File: config.mk
export PLATFORM = sky130hd
export DESIGN_NAME = muldiv_ctrl_flat
export DESIGN_NICKNAME = d
export VERILOG_FILES = /design/src/rtl/muldiv_ctrl_if.sv /design/src/rtl/muldiv_ctrl.sv /design/src/flat_wrapper.sv
export SDC_FILE = /design/constraint.sdc
export NUM_CORES = 1
export LEC_CHECK = 0
export CAP_MARGIN = 20
export CORE_ASPECT_RATIO = 0.5
export CORE_MARGIN = 4
export CORE_UTILIZATION = 54
export CTS_CLUSTER_DIAMETER = 60
export DETAILED_ROUTE_END_ITERATION = 10
export MAX_ROUTING_LAYER = met4
export PLACE_DENSITY = 0.83
export SETUP_SLACK_MARGIN = 0.5
export SLEW_MARGIN = 10
export SYNTH_ARGS = -nofsm -noshare
export SYNTH_HDL_FRONTEND = slang
export SYNTH_SLANG_ARGS = --single-unit
File: constraint.sdc
create_clock -name clk -period 5.9 [get_ports clk]
set_input_delay 1.18 -clock clk [delete_from_list [all_inputs] [get_ports clk]]
set_output_delay 1.18 -clock clk [all_outputs]
set_load 0.01 [all_outputs]
File: src/rtl/muldiv_ctrl_if.sv
// rtl/muldiv_ctrl_if.sv - EX request, HI/LO result and multiplier-engine signals of the HI/LO unit
interface muldiv_ctrl_if;
    logic        req_valid;
    logic [2:0]  req_op;
    logic [31:0] src_a;
    logic [31:0] src_b;
    logic        flush;
    logic        stall;
    logic [31:0] hi;
    logic [31:0] lo;
    logic        mul_en;
    logic        mul_cancel;
    logic [32:0] mul_a;
    logic [32:0] mul_b;
    logic [65:0] mul_res;
    logic        mul_working;
    logic        mul_finish;

    modport slave (
        input  req_valid, req_op, src_a, src_b, flush, mul_res, mul_working, mul_finish,
        output stall, hi, lo, mul_en, mul_cancel, mul_a, mul_b
    );

    modport master (
        output req_valid, req_op, src_a, src_b, flush, mul_res, mul_working, mul_finish,
        input  stall, hi, lo, mul_en, mul_cancel, mul_a, mul_b
    );
endinterface

File: src/rtl/muldiv_ctrl.sv
// rtl/muldiv_ctrl.sv - HI/LO unit: multiplier-engine initiator, restoring divider, HI/LO registers
module muldiv_ctrl (
    input  logic           clk,
    input  logic           resetn,
    muldiv_ctrl_if.slave   bus
);
    localparam logic [2:0] OP_MULT  = 3'd1;
    localparam logic [2:0] OP_MULTU = 3'd2;
    localparam logic [2:0] OP_DIV   = 3'd3;
    localparam logic [2:0] OP_DIVU  = 3'd4;
    localparam logic [2:0] OP_MTHI  = 3'd5;
    localparam logic [2:0] OP_MTLO  = 3'd6;

    typedef enum logic [2:0] {
        S_IDLE, S_MUL_ISSUE, S_MUL_WAIT, S_DIV_RUN, S_DONE, S_MUL_DRAIN
    } state_t;

    state_t      state_q, state_d;
    logic [31:0] hi_q, lo_q;
    logic [32:0] mul_a_q, mul_b_q;
    logic [31:0] quo_q, rem_q, dvsr_q;
    logic [4:0]  cnt_q;
    logic        qsign_q, rsign_q;

    logic        is_mul, is_div, is_mt, is_long, accept, mul_go, div_go;
    logic        stall, mul_en;
    logic [32:0] rem_shift, rem_diff;
    logic        rem_ge;
    logic [31:0] rem_nxt, quo_nxt;
    logic        unused_res_bits;

    assign is_mul  = (bus.req_op == OP_MULT) || (bus.req_op == OP_MULTU);
    assign is_div  = (bus.req_op == OP_DIV)  || (bus.req_op == OP_DIVU);
    assign is_mt   = (bus.req_op == OP_MTHI) || (bus.req_op == OP_MTLO);
    assign is_long = is_mul || is_div;
    assign accept  = (state_q == S_IDLE) && bus.req_valid && !bus.flush;
    // The working guard never fires in normal flow; it keeps a busy engine from a second issue.
    assign mul_go  = accept && is_mul && !bus.mul_working;
    assign div_go  = accept && is_div;

    // One restoring step: shift in the next dividend bit, subtract when it fits.
    assign rem_shift = {rem_q, quo_q[31]};
    assign rem_ge    = rem_shift >= {1'b0, dvsr_q};
    assign rem_diff  = rem_shift - {1'b0, dvsr_q};
    assign rem_nxt   = rem_ge ? rem_diff[31:0] : rem_shift[31:0];
    assign quo_nxt   = {quo_q[30:0], rem_ge};

    always_ff @(posedge clk) begin
        if (!resetn) begin
            state_q <= S_IDLE;
        end else begin
            state_q <= state_d;
        end
    end

    always_comb begin
        state_d = state_q;
        case (state_q)
            S_IDLE: begin
                if (mul_go) begin
                    state_d = S_MUL_ISSUE;
                end else if (div_go) begin
                    state_d = S_DIV_RUN;
                end
            end
            S_MUL_ISSUE: state_d = bus.flush ? S_IDLE : S_MUL_WAIT;
            S_MUL_WAIT: begin
                if (bus.mul_finish) begin
                    state_d = bus.flush ? S_IDLE : S_DONE;
                end else if (bus.flush) begin
                    state_d = S_MUL_DRAIN;
                end
            end
            S_DIV_RUN: begin
                if (bus.flush) begin
                    state_d = S_IDLE;
                end else if (cnt_q == 5'd31) begin
                    state_d = S_DONE;
                end
            end
            S_DONE:      state_d = S_IDLE;
            S_MUL_DRAIN: if (bus.mul_finish) state_d = S_IDLE;
            default:     state_d = S_IDLE;
        endcase
    end

    // MTHI/MTLO arriving while not IDLE are held so the write lands once IDLE is reached.
    always_comb begin
        stall  = 1'b0;
        mul_en = 1'b0;
        if (!bus.flush) begin
            case (state_q)
                S_IDLE:      stall = bus.req_valid && is_long;
                S_MUL_ISSUE: begin
                    stall  = 1'b1;
                    mul_en = 1'b1;
                end
                S_MUL_WAIT:  stall = 1'b1;
                S_DIV_RUN:   stall = 1'b1;
                S_DONE:      stall = bus.req_valid && is_mt;
                S_MUL_DRAIN: stall = bus.req_valid && (is_long || is_mt);
                default:     stall = 1'b0;
            endcase
        end
    end

    always_ff @(posedge clk) begin
        if (!resetn) begin
            hi_q    <= '0;
            lo_q    <= '0;
            mul_a_q <= '0;
            mul_b_q <= '0;
            quo_q   <= '0;
            rem_q   <= '0;
            dvsr_q  <= '0;
            cnt_q   <= '0;
            qsign_q <= 1'b0;
            rsign_q <= 1'b0;
        end else begin
            if (mul_go) begin
                mul_a_q <= {(bus.req_op == OP_MULT) && bus.src_a[31], bus.src_a};
                mul_b_q <= {(bus.req_op == OP_MULT) && bus.src_b[31], bus.src_b};
            end
            if (div_go) begin
                if (bus.req_op == OP_DIV) begin
                    quo_q   <= bus.src_a[31] ? 32'd0 - bus.src_a : bus.src_a;
                    dvsr_q  <= bus.src_b[31] ? 32'd0 - bus.src_b : bus.src_b;
                    qsign_q <= bus.src_a[31] ^ bus.src_b[31];
                    rsign_q <= bus.src_a[31];
                end else begin
                    quo_q   <= bus.src_a;
                    dvsr_q  <= bus.src_b;
                    qsign_q <= 1'b0;
                    rsign_q <= 1'b0;
                end
                rem_q <= '0;
                cnt_q <= '0;
            end
            if (accept && bus.req_op == OP_MTHI) hi_q <= bus.src_a;
            if (accept && bus.req_op == OP_MTLO) lo_q <= bus.src_a;
            if (state_q == S_MUL_WAIT && bus.mul_finish && !bus.flush) begin
                hi_q <= bus.mul_res[63:32];
                lo_q <= bus.mul_res[31:0];
            end
            if (state_q == S_DIV_RUN) begin
                quo_q <= quo_nxt;
                rem_q <= rem_nxt;
                cnt_q <= cnt_q + 5'd1;
                if (cnt_q == 5'd31 && !bus.flush) begin
                    hi_q <= rsign_q ? 32'd0 - rem_nxt : rem_nxt;
                    lo_q <= qsign_q ? 32'd0 - quo_nxt : quo_nxt;
                end
            end
        end
    end

    assign unused_res_bits = ^bus.mul_res[65:64];

    assign bus.stall      = stall;
    assign bus.mul_en     = mul_en;
    assign bus.mul_cancel = 1'b0;
    assign bus.mul_a      = mul_a_q;
    assign bus.mul_b      = mul_b_q;
    assign bus.hi         = hi_q;
    assign bus.lo         = lo_q;
endmodule

File: src/flat_wrapper.sv
// flat-port wrapper written by rule: the top's interface ports become plain ports
module muldiv_ctrl_flat 
  (clk, resetn, bus_req_valid, bus_req_op, bus_src_a, bus_src_b, bus_flush, bus_mul_res, bus_mul_working, bus_mul_finish, bus_stall, bus_hi, bus_lo, bus_mul_en, bus_mul_cancel, bus_mul_a, bus_mul_b);
  muldiv_ctrl_if bus_i ();
  input  logic clk;
  input  logic resetn;
  input wire logic [$bits(bus_i.req_valid)-1:0] bus_req_valid;
  input wire logic [$bits(bus_i.req_op)-1:0] bus_req_op;
  input wire logic [$bits(bus_i.src_a)-1:0] bus_src_a;
  input wire logic [$bits(bus_i.src_b)-1:0] bus_src_b;
  input wire logic [$bits(bus_i.flush)-1:0] bus_flush;
  input wire logic [$bits(bus_i.mul_res)-1:0] bus_mul_res;
  input wire logic [$bits(bus_i.mul_working)-1:0] bus_mul_working;
  input wire logic [$bits(bus_i.mul_finish)-1:0] bus_mul_finish;
  output wire logic [$bits(bus_i.stall)-1:0] bus_stall;
  output wire logic [$bits(bus_i.hi)-1:0] bus_hi;
  output wire logic [$bits(bus_i.lo)-1:0] bus_lo;
  output wire logic [$bits(bus_i.mul_en)-1:0] bus_mul_en;
  output wire logic [$bits(bus_i.mul_cancel)-1:0] bus_mul_cancel;
  output wire logic [$bits(bus_i.mul_a)-1:0] bus_mul_a;
  output wire logic [$bits(bus_i.mul_b)-1:0] bus_mul_b;
  assign bus_i.req_valid = bus_req_valid;
  assign bus_i.req_op = bus_req_op;
  assign bus_i.src_a = bus_src_a;
  assign bus_i.src_b = bus_src_b;
  assign bus_i.flush = bus_flush;
  assign bus_i.mul_res = bus_mul_res;
  assign bus_i.mul_working = bus_mul_working;
  assign bus_i.mul_finish = bus_mul_finish;
  assign bus_stall = bus_i.stall;
  assign bus_hi = bus_i.hi;
  assign bus_lo = bus_i.lo;
  assign bus_mul_en = bus_i.mul_en;
  assign bus_mul_cancel = bus_i.mul_cancel;
  assign bus_mul_a = bus_i.mul_a;
  assign bus_mul_b = bus_i.mul_b;
  muldiv_ctrl u_core (.clk(clk), .resetn(resetn), .bus(bus_i));
endmodule
======== Word level (Yosys, flattened, before mapping) ========
Index checks and enable logic that the tools add are counted.
storage, ports and cells
  memory bits (writable) .................. 0
  bits in read-only memories .............. 0
  output and inout port bits .............. 133
  input bits .............................. 139
  register bits after elaboration ......... 236
  memories ................................ 0
  latch bits .............................. 0
cells by class
  shifts and indexed selects .............. 0
  add/sub/neg operators ................... 6
  equal/unequal tests ..................... 16
  multiplexer cells ....................... 37
  div/mod/pow operators ................... 0
  $lt $le $gt $ge ......................... 1
  reductions and logical operators ........ 26
  multipliers ............................. 0
  bitwise operators ....................... 1
operator list
  kind                                               number
  two-way mux 32 bit                                 19
  subtractor 1 x 32 -> 32 bit, first input constant  4
  greater-or-equal comparator 33 x 32 -> 1 bit       1
  subtractor 32 bit                                  1
  two-way mux 3 bit                                  8
  == test 3 bit, second input constant               5
  logical AND 1 bit                                  15
  case mux 3 bit (5 select lines)                    1
  == test 3 x 2 -> 1 bit, second input constant      4
  two-way mux 5 bit                                  2
  == test 3 x 1 -> 1 bit, second input constant      2
  adder 5 x 1 -> 5 bit, second input constant        1
  == test 5 bit, second input constant               1
  logical OR 1 bit                                   5
  two-way mux 1 bit                                  5
  case mux 1 bit (4 select lines)                    1
  AND reduction 4 bit                                1
  zero test 3 bit                                    1
  != test 3 x 1 -> 1 bit, second input constant      1
  != test 3 x 2 -> 1 bit, second input constant      1
  != test 3 bit, second input constant               1
  OR reduction 3 bit                                 1
  zero test 1 bit                                    2
  two-way mux 2 bit                                  1
  other kinds (3)                                    3

======== Longest topological paths before layout ========
  depth after elaboration ................. 8
  mapped depth ............................ 23
  gate-level depth less buffers ........... 18

======== Worst setup path before layout ========
OpenSTA, ideal clock, no wires.
  path type ............................... register to register
  start ................................... reg u_core.dvsr_q[6]
  end ..................................... reg u_core.lo_q[28], in the netlist u_core.bus.lo[28]
  path slack .............................. 1.387 ns
  cell stages (with the launch flop) ...... 22
  setup time .............................. 0.115 ns
  period minus slack after synthesis ...... 4.513 ns
  arrival time ............................ 4.398 ns
  data required time ...................... 5.785 ns
  cells stage by stage .................... dfxtp_1 -> inv_1 -> ha_1 -> buf_6 -> a21oi_4 -> o21ai_1 -> and2_1 -> o21a_1 -> o21ai_4 -> nand2_1 -> inv_2 -> buf_2 -> buf_1 -> ha_1 -> nand2b_1 -> or3_1 -> or4_1 -> o41ai_1 -> nand2_1 -> xor2_1 -> a21oi_1 -> nor2b_1
on the way
  cells in the longest elaborated chain, start to end .. 5
RTL lines
  what                                          line                text
  start, declared                               muldiv_ctrl.sv:21   logic [31:0] quo_q, rem_q, dvsr_q;
  start signal, assigned                        muldiv_ctrl.sv:127  dvsr_q <= bus.src_b[31] ? 32'd0 - bus.src_b : bus.src_b;
  start signal, assigned                        muldiv_ctrl.sv:132  dvsr_q <= bus.src_b;
  greater-or-equal comparator 33 x 32 -> 1 bit  muldiv_ctrl.sv:43   assign rem_ge = rem_shift >= {1'b0, dvsr_q};
  subtractor 1 x 32 -> 32 bit                   muldiv_ctrl.sv:151  lo_q <= qsign_q ? 32'd0 - quo_nxt : quo_nxt;
  two-way mux 32 bit                            muldiv_ctrl.sv:151
  two-way mux 32 bit                            muldiv_ctrl.sv:149  if (cnt_q == 5'd31 && !bus.flush) begin
  two-way mux 32 bit                            muldiv_ctrl.sv:145  if (state_q == S_DIV_RUN) begin
  end signal, assigned                          muldiv_ctrl.sv:140  if (accept && bus.req_op == OP_MTLO) lo_q <= bus.src_a;
  end signal, assigned                          muldiv_ctrl.sv:143  lo_q <= bus.mul_res[31:0];
  end signal, assigned                          muldiv_ctrl.sv:151
  end, declared                                 muldiv_ctrl.sv:19   logic [31:0] hi_q, lo_q;
No other way between the ends.
A chain may end at the register's enable or synchronous reset.

======== Final worst setup path ========
  start ................................... reg u_core.rem_q[23]
  end ..................................... reg u_core.hi_q[30], in the netlist u_core.bus.hi[30]
on the way
  cells in the longest elaborated chain, start to end .. 6
RTL lines
  what                                                                               line                                  text
  start, declared                                                                    muldiv_ctrl.sv:21
  start signal, assigned                                                             muldiv_ctrl.sv:147                    rem_q <= rem_nxt;
  subtractor 32 bit or greater-or-equal comparator 33 x 32 -> 1 bit (tied branches)  muldiv_ctrl.sv:44, muldiv_ctrl.sv:43
  two-way mux 32 bit (*)                                                             muldiv_ctrl.sv:45                     assign rem_nxt = rem_ge ? rem_diff[31:0] : rem_shift[31:0];
  subtractor 1 x 32 -> 32 bit                                                        muldiv_ctrl.sv:150                    hi_q <= rsign_q ? 32'd0 - rem_nxt : rem_nxt;
  two-way mux 32 bit (*)                                                             muldiv_ctrl.sv:150
  two-way mux 32 bit (*)                                                             muldiv_ctrl.sv:149
  two-way mux 32 bit (*)                                                             muldiv_ctrl.sv:145
  end signal, assigned                                                               muldiv_ctrl.sv:139                    if (accept && bus.req_op == OP_MTHI) hi_q <= bus.src_a;
  end signal, assigned                                                               muldiv_ctrl.sv:142                    hi_q <= bus.mul_res[63:32];
  end signal, assigned                                                               muldiv_ctrl.sv:150
  end, declared                                                                      muldiv_ctrl.sv:19
Every way passes the cells marked *; elsewhere a longest branch is shown, timed or not.

==> out/summary.md <==
Among all stages on the critical path, the largest delay is contributed by sky130_fd_sc_hd__dfxtp_1. Net switching is 49.31% of the power. The tools report the synthesized instance count as 2,027. Startpoint type of the worst setup path: a flop.

The run gives 27,760 um2 as the area of the core region. Counting the buffers created by CTS gives 24. Category of the worst setup path capture point: a flop. Maximum buffer depth of the clock tree: 3. TritonCTS built the clock tree. The logs give 0 for the number of DRC violations after detailed routing and 1 for the maximum level of the CTS H-tree. The wire length of the first global-routing pass came out at 80.10 mm. After synthesis, the share of flip-flops with an asynchronous set or reset is 0%. The first routing iteration left 1,916 violations. Measured on the finished design, the core utilization comes to 67.90%. The floorplan has 43 rows.

Gates resized during post-CTS repair numbered 0. In this run the clock root is driven by a sky130_fd_sc_hd__clkbuf_16. Hold buffer count at cts: 0.

The logs give 9816 um2 for the area of the multi-input gates and 1.19 ns for the internal reg-to-reg setup slack. In the final timing run, aggregate negative setup slack is 0 ns. Once the floorplan was initialized, standard cells occupied 54.98% of the core. The logs give 2 for the number of antenna violations at the first check in global routing and 82 for the count of distinct cell types in the synthesized netlist. The kind of cell with the highest combined delay along the critical path is compound AO/OA/AOI/OAI gates.

The height of the chip is 126.9 um. In the final design database the tool counted 2,373 nets. After synthesis, the mean cell area works out to 7.531 um2.

In the post-route analysis, the smallest setup slack over all paths is 1.193 ns. The largest net degree at the start of global routing was 88. For the final max-slew violation count, the log shows 0.

Ranked by total cell area, the synthesized netlist is headed by sky130_fd_sc_hd__dfxtp_1 (31%), sky130_fd_sc_hd__nand2_1 (7.2%), sky130_fd_sc_hd__nor2_1 (5.8%). The synthesized design contains 0 enable-type register cells. The critical path is of the reg2reg type.

Sequential cells burn 19.1% of the power. Summing the sequential cell areas from Yosys gives 30.95% of the chip area. For this design the ratio of total power to cell area is 503.6 nW/um2. Setup violations remaining at the end of the flow were counted as 0. The number of global-route vias before repair is 14,440. Cells with a size suffix above 1 make up 4.525% of the layout. Setup repair after global routing left no endpoint under its margin. The tools report the worst slew margin relative to its limit as 35.61%.

Number of buffers inserted to repair setup after CTS: 0. The area growth from synthesis to layout is 23.49%. During synthesis, Yosys emitted a total of 0 warnings. In the finished design, the share of the clock period the worst path needs comes to 79.79%.

Share of power burned in combinational logic: 64.4%. Post-layout minimum cycle time: 4.707 ns. In this run, placement finished with an instance count of 2,551. The run gives 16.4% as the part of the power in the clock network. Traced cell by cell, the critical path runs through ha_1, a21oi_1, o21ai_0, a21oi_1, a21boi_1, nor2_1, nand2_2, o21ai_0, ha_1, nor4bb_1, a31o_4, nand4_4, o41ai_2, xnor2_1, o22ai_1.

Timing would allow up to 212.4 MHz. The die covers 31,180 um2. The tools report the synthesized net count as 2,205.

Dividing the detail-routed wire length by the instance count gives 19.71 um. From left edge to right edge, the die measures 245.8 um. The via density per instance works out to 6.156. The data arrival at the endpoint of the critical path was 5.10 ns.

After clock tree synthesis, the clock-pin slew on the worst setup and hold paths is 0.07 ns. After synthesis, the largest area contributor takes up 30.95% of total cell area. After synthesis the netlist holds a flip-flop and latch count of 236. On the final layout, the worst hold slack is 0.4542 ns.

For the final count of hold timing violations, the log shows 0. The slew at the pin closest to its max-slew limit was 0.9658 ns; the maximum fanout along the worst path was 9. sky130_fd_sc_hd__dfxtp_1 takes more of the synthesized area than any other cell. The class of the tightest hold or removal check was reg2reg.

The tool flagged a number of max-cap violations equal to 0. The register area was 4725 um2. Summing every instance area after synthesis gives 15,260 um2. The finished layout holds 2,594 standard cells, fillers aside.

The routed wire length was 51.13 mm. The final route contains 15,970 vias. The run gives 2,328 as the number of inserted filler cells in the final layout. The most used flip-flop cell after synthesis is sky130_fd_sc_hd__dfxtp_1. For the standby leakage power, the log shows 7.236 nW. In the global route stage, overall resource usage came out at 32.37%. The net switching power was 4.681 mW; the count of nets left with antenna violations after detail routing was 0. The number of buffer and inverter stages on the critical path was 0; the final HPWL from detailed placement was 36.79 mm. Clock latency on the worst-skew pair, taken at its later pin, is 0.54 ns.

Across the routed clock network, the largest skew measured is 0.03081 ns. The flow ran to the end, and the final reports show no timing, DRC or antenna violations. The logs give 6.30 ns for the required time at the worst-slack endpoint and 5 for the length of the first detailed-routing pass in iterations. The sum of overflow across all layers after global routing came out at 0. For the internal power component, the log shows 4.812 mW. The number of port buffers was 268. 272 I/O pins were placed.

The largest single stage delay on the critical path is 0.50 ns. The final RePlAce weighted congestion is 1.058, and the worst slack at placement is 1.369 ns. For this design, the sink count on the clock tree is 236. The worst-case IR drop observed on VDD is 0.0003840 V.
==> routing by layer <==
| layer | vias up | GRT usage [%] | part of all wire, % |
|---|---|---|---|
| li1 | 7567 | - | - |
| met1 | 7506 | 44.47 | 43 |
| met2 | 783 | 49.65 | 44 |
| met3 | 113 | 4.288 | 8.7 |
| met4 | 0 | 10.63 | 3.9 |
| met5 | - | - | 0 |
==> worst paths after layout <==
path / start / endpoint / depth (start not counted)
max reg2reg: u_core.rem_q[23] / u_core.bus.hi[30] / 15
max: u_core.rem_q[23] / u_core.bus.hi[30] / 15
min reg2reg: u_core.dvsr_q[25] / u_core.dvsr_q[25] / 2
min: u_core.dvsr_q[25] / u_core.dvsr_q[25] / 2
==> cell families after synthesis <==
kind of cell               share of synthesized area [%]
adders and majority gates                          3.246
AOI/OAI and AO/OA                                  25.16
other                                            0.02457
muxes                                              5.918
xor gates and xnor gates                           7.689
and+or+nand+nor                                    22.00
buffers and inverters                              5.008
DFF                                                30.95
==> worst min-delay path: stages (launching register included) <==
cell and delay, ns:
sky130_fd_sc_hd__dfxtp_1 0.31, sky130_fd_sc_hd__nand2_1 0.05, sky130_fd_sc_hd__a21oi_1 0.05
==> cell usage in the layout, fill, tap and decap left out, drive strengths merged, types with 7 or more instances in the layout <==
master / Yosys / layout
or4: 15 / 15
nor2b: 13 / 13
mux2i: 88 / 88
a21o: 8 / 8
ha: 38 / 38
nand2b: 8 / 8
o22ai: 16 / 16
nor4: 11 / 11
or3: 26 / 26
a21boi: 53 / 53
xnor2: 76 / 76
o21ai: 92 / 92
o211a: 7 / 7
a22oi: 26 / 26
inv: 50 / 50
a31oi: 41 / 41
nand2: 292 / 292
clkbuf: 129 / 33
o41ai: 15 / 15
a21oi: 167 / 167
nor3: 37 / 37
a221oi: 12 / 12
a211oi: 52 / 52
and3: 20 / 20
nand3: 25 / 25
or2: 10 / 10
o31ai: 20 / 20
nand4: 22 / 22
dfxtp: 236 / 236
xor2: 58 / 58
nor2: 237 / 237
buf: 18 / 22
a31o: 7 / 7
clkdlybuf4s50: 0 / 267
and2: 11 / 11
o21a: 8 / 8
o211ai: 25 / 25
==> area by class of cell <==
cell class	instances	share of cell area, %
inverters	50	1.009
well taps	382	2.536
clock inverters	8	0.5575
multi-input cells	1594	52.07
diodes	2	0.02655
clock buffers	33	3.631
flip-flops and latches	236	25.06
repair buffers	289	15.11
==> cell usage after synthesis, types with 36 or more instances <==
cell type,n
sky130_fd_sc_hd__a211oi_1,52
sky130_fd_sc_hd__a21boi_0,52
sky130_fd_sc_hd__a21oi_1,166
sky130_fd_sc_hd__a31oi_1,41
sky130_fd_sc_hd__clkbuf_1,128
sky130_fd_sc_hd__dfxtp_1,236
sky130_fd_sc_hd__ha_1,38
sky130_fd_sc_hd__inv_1,48
sky130_fd_sc_hd__mux2i_1,88
sky130_fd_sc_hd__nand2_1,292
sky130_fd_sc_hd__nor2_1,237
sky130_fd_sc_hd__nor3_1,36
sky130_fd_sc_hd__o21ai_0,80
sky130_fd_sc_hd__xnor2_1,76
sky130_fd_sc_hd__xor2_1,58
==> metrics by stage <==
stage | total power [mW] | area [um2]
4_1_cts | 9.301 | 18850
6_report | 9.493 | 18850
3_5_place_dp | 7.700 | 18060
2_1_floorplan | 6.171 | 15260
3_3_place_gp | 7.602 | 18060
5_1_grt | 10.00 | 18850
==> power groups by stage <==
stage	combinational [mW]	sequential (mW)	clock, mW
CTS	5.91	1.81	1.58
finish	6.12	1.81	1.56
global placement	5.76	1.84	0
floorplan	4.35	1.83	0
detailed placement	5.86	1.84	0
global route	6.53	1.82	1.65
==> flip-flops by register name, indices dropped and copies added, names as in the netlist <==
signal	count
u_core.rem_q	32
u_core.rsign_q	1
u_core.cnt_q	5
u_core.bus.lo	32
u_core.qsign_q	1
u_core.bus.mul_a	33
u_core.quo_q	32
u_core.bus.mul_b	33
u_core.state_q	3
u_core.dvsr_q	32
u_core.bus.hi	32
Power figures use the tool's default switching activity.
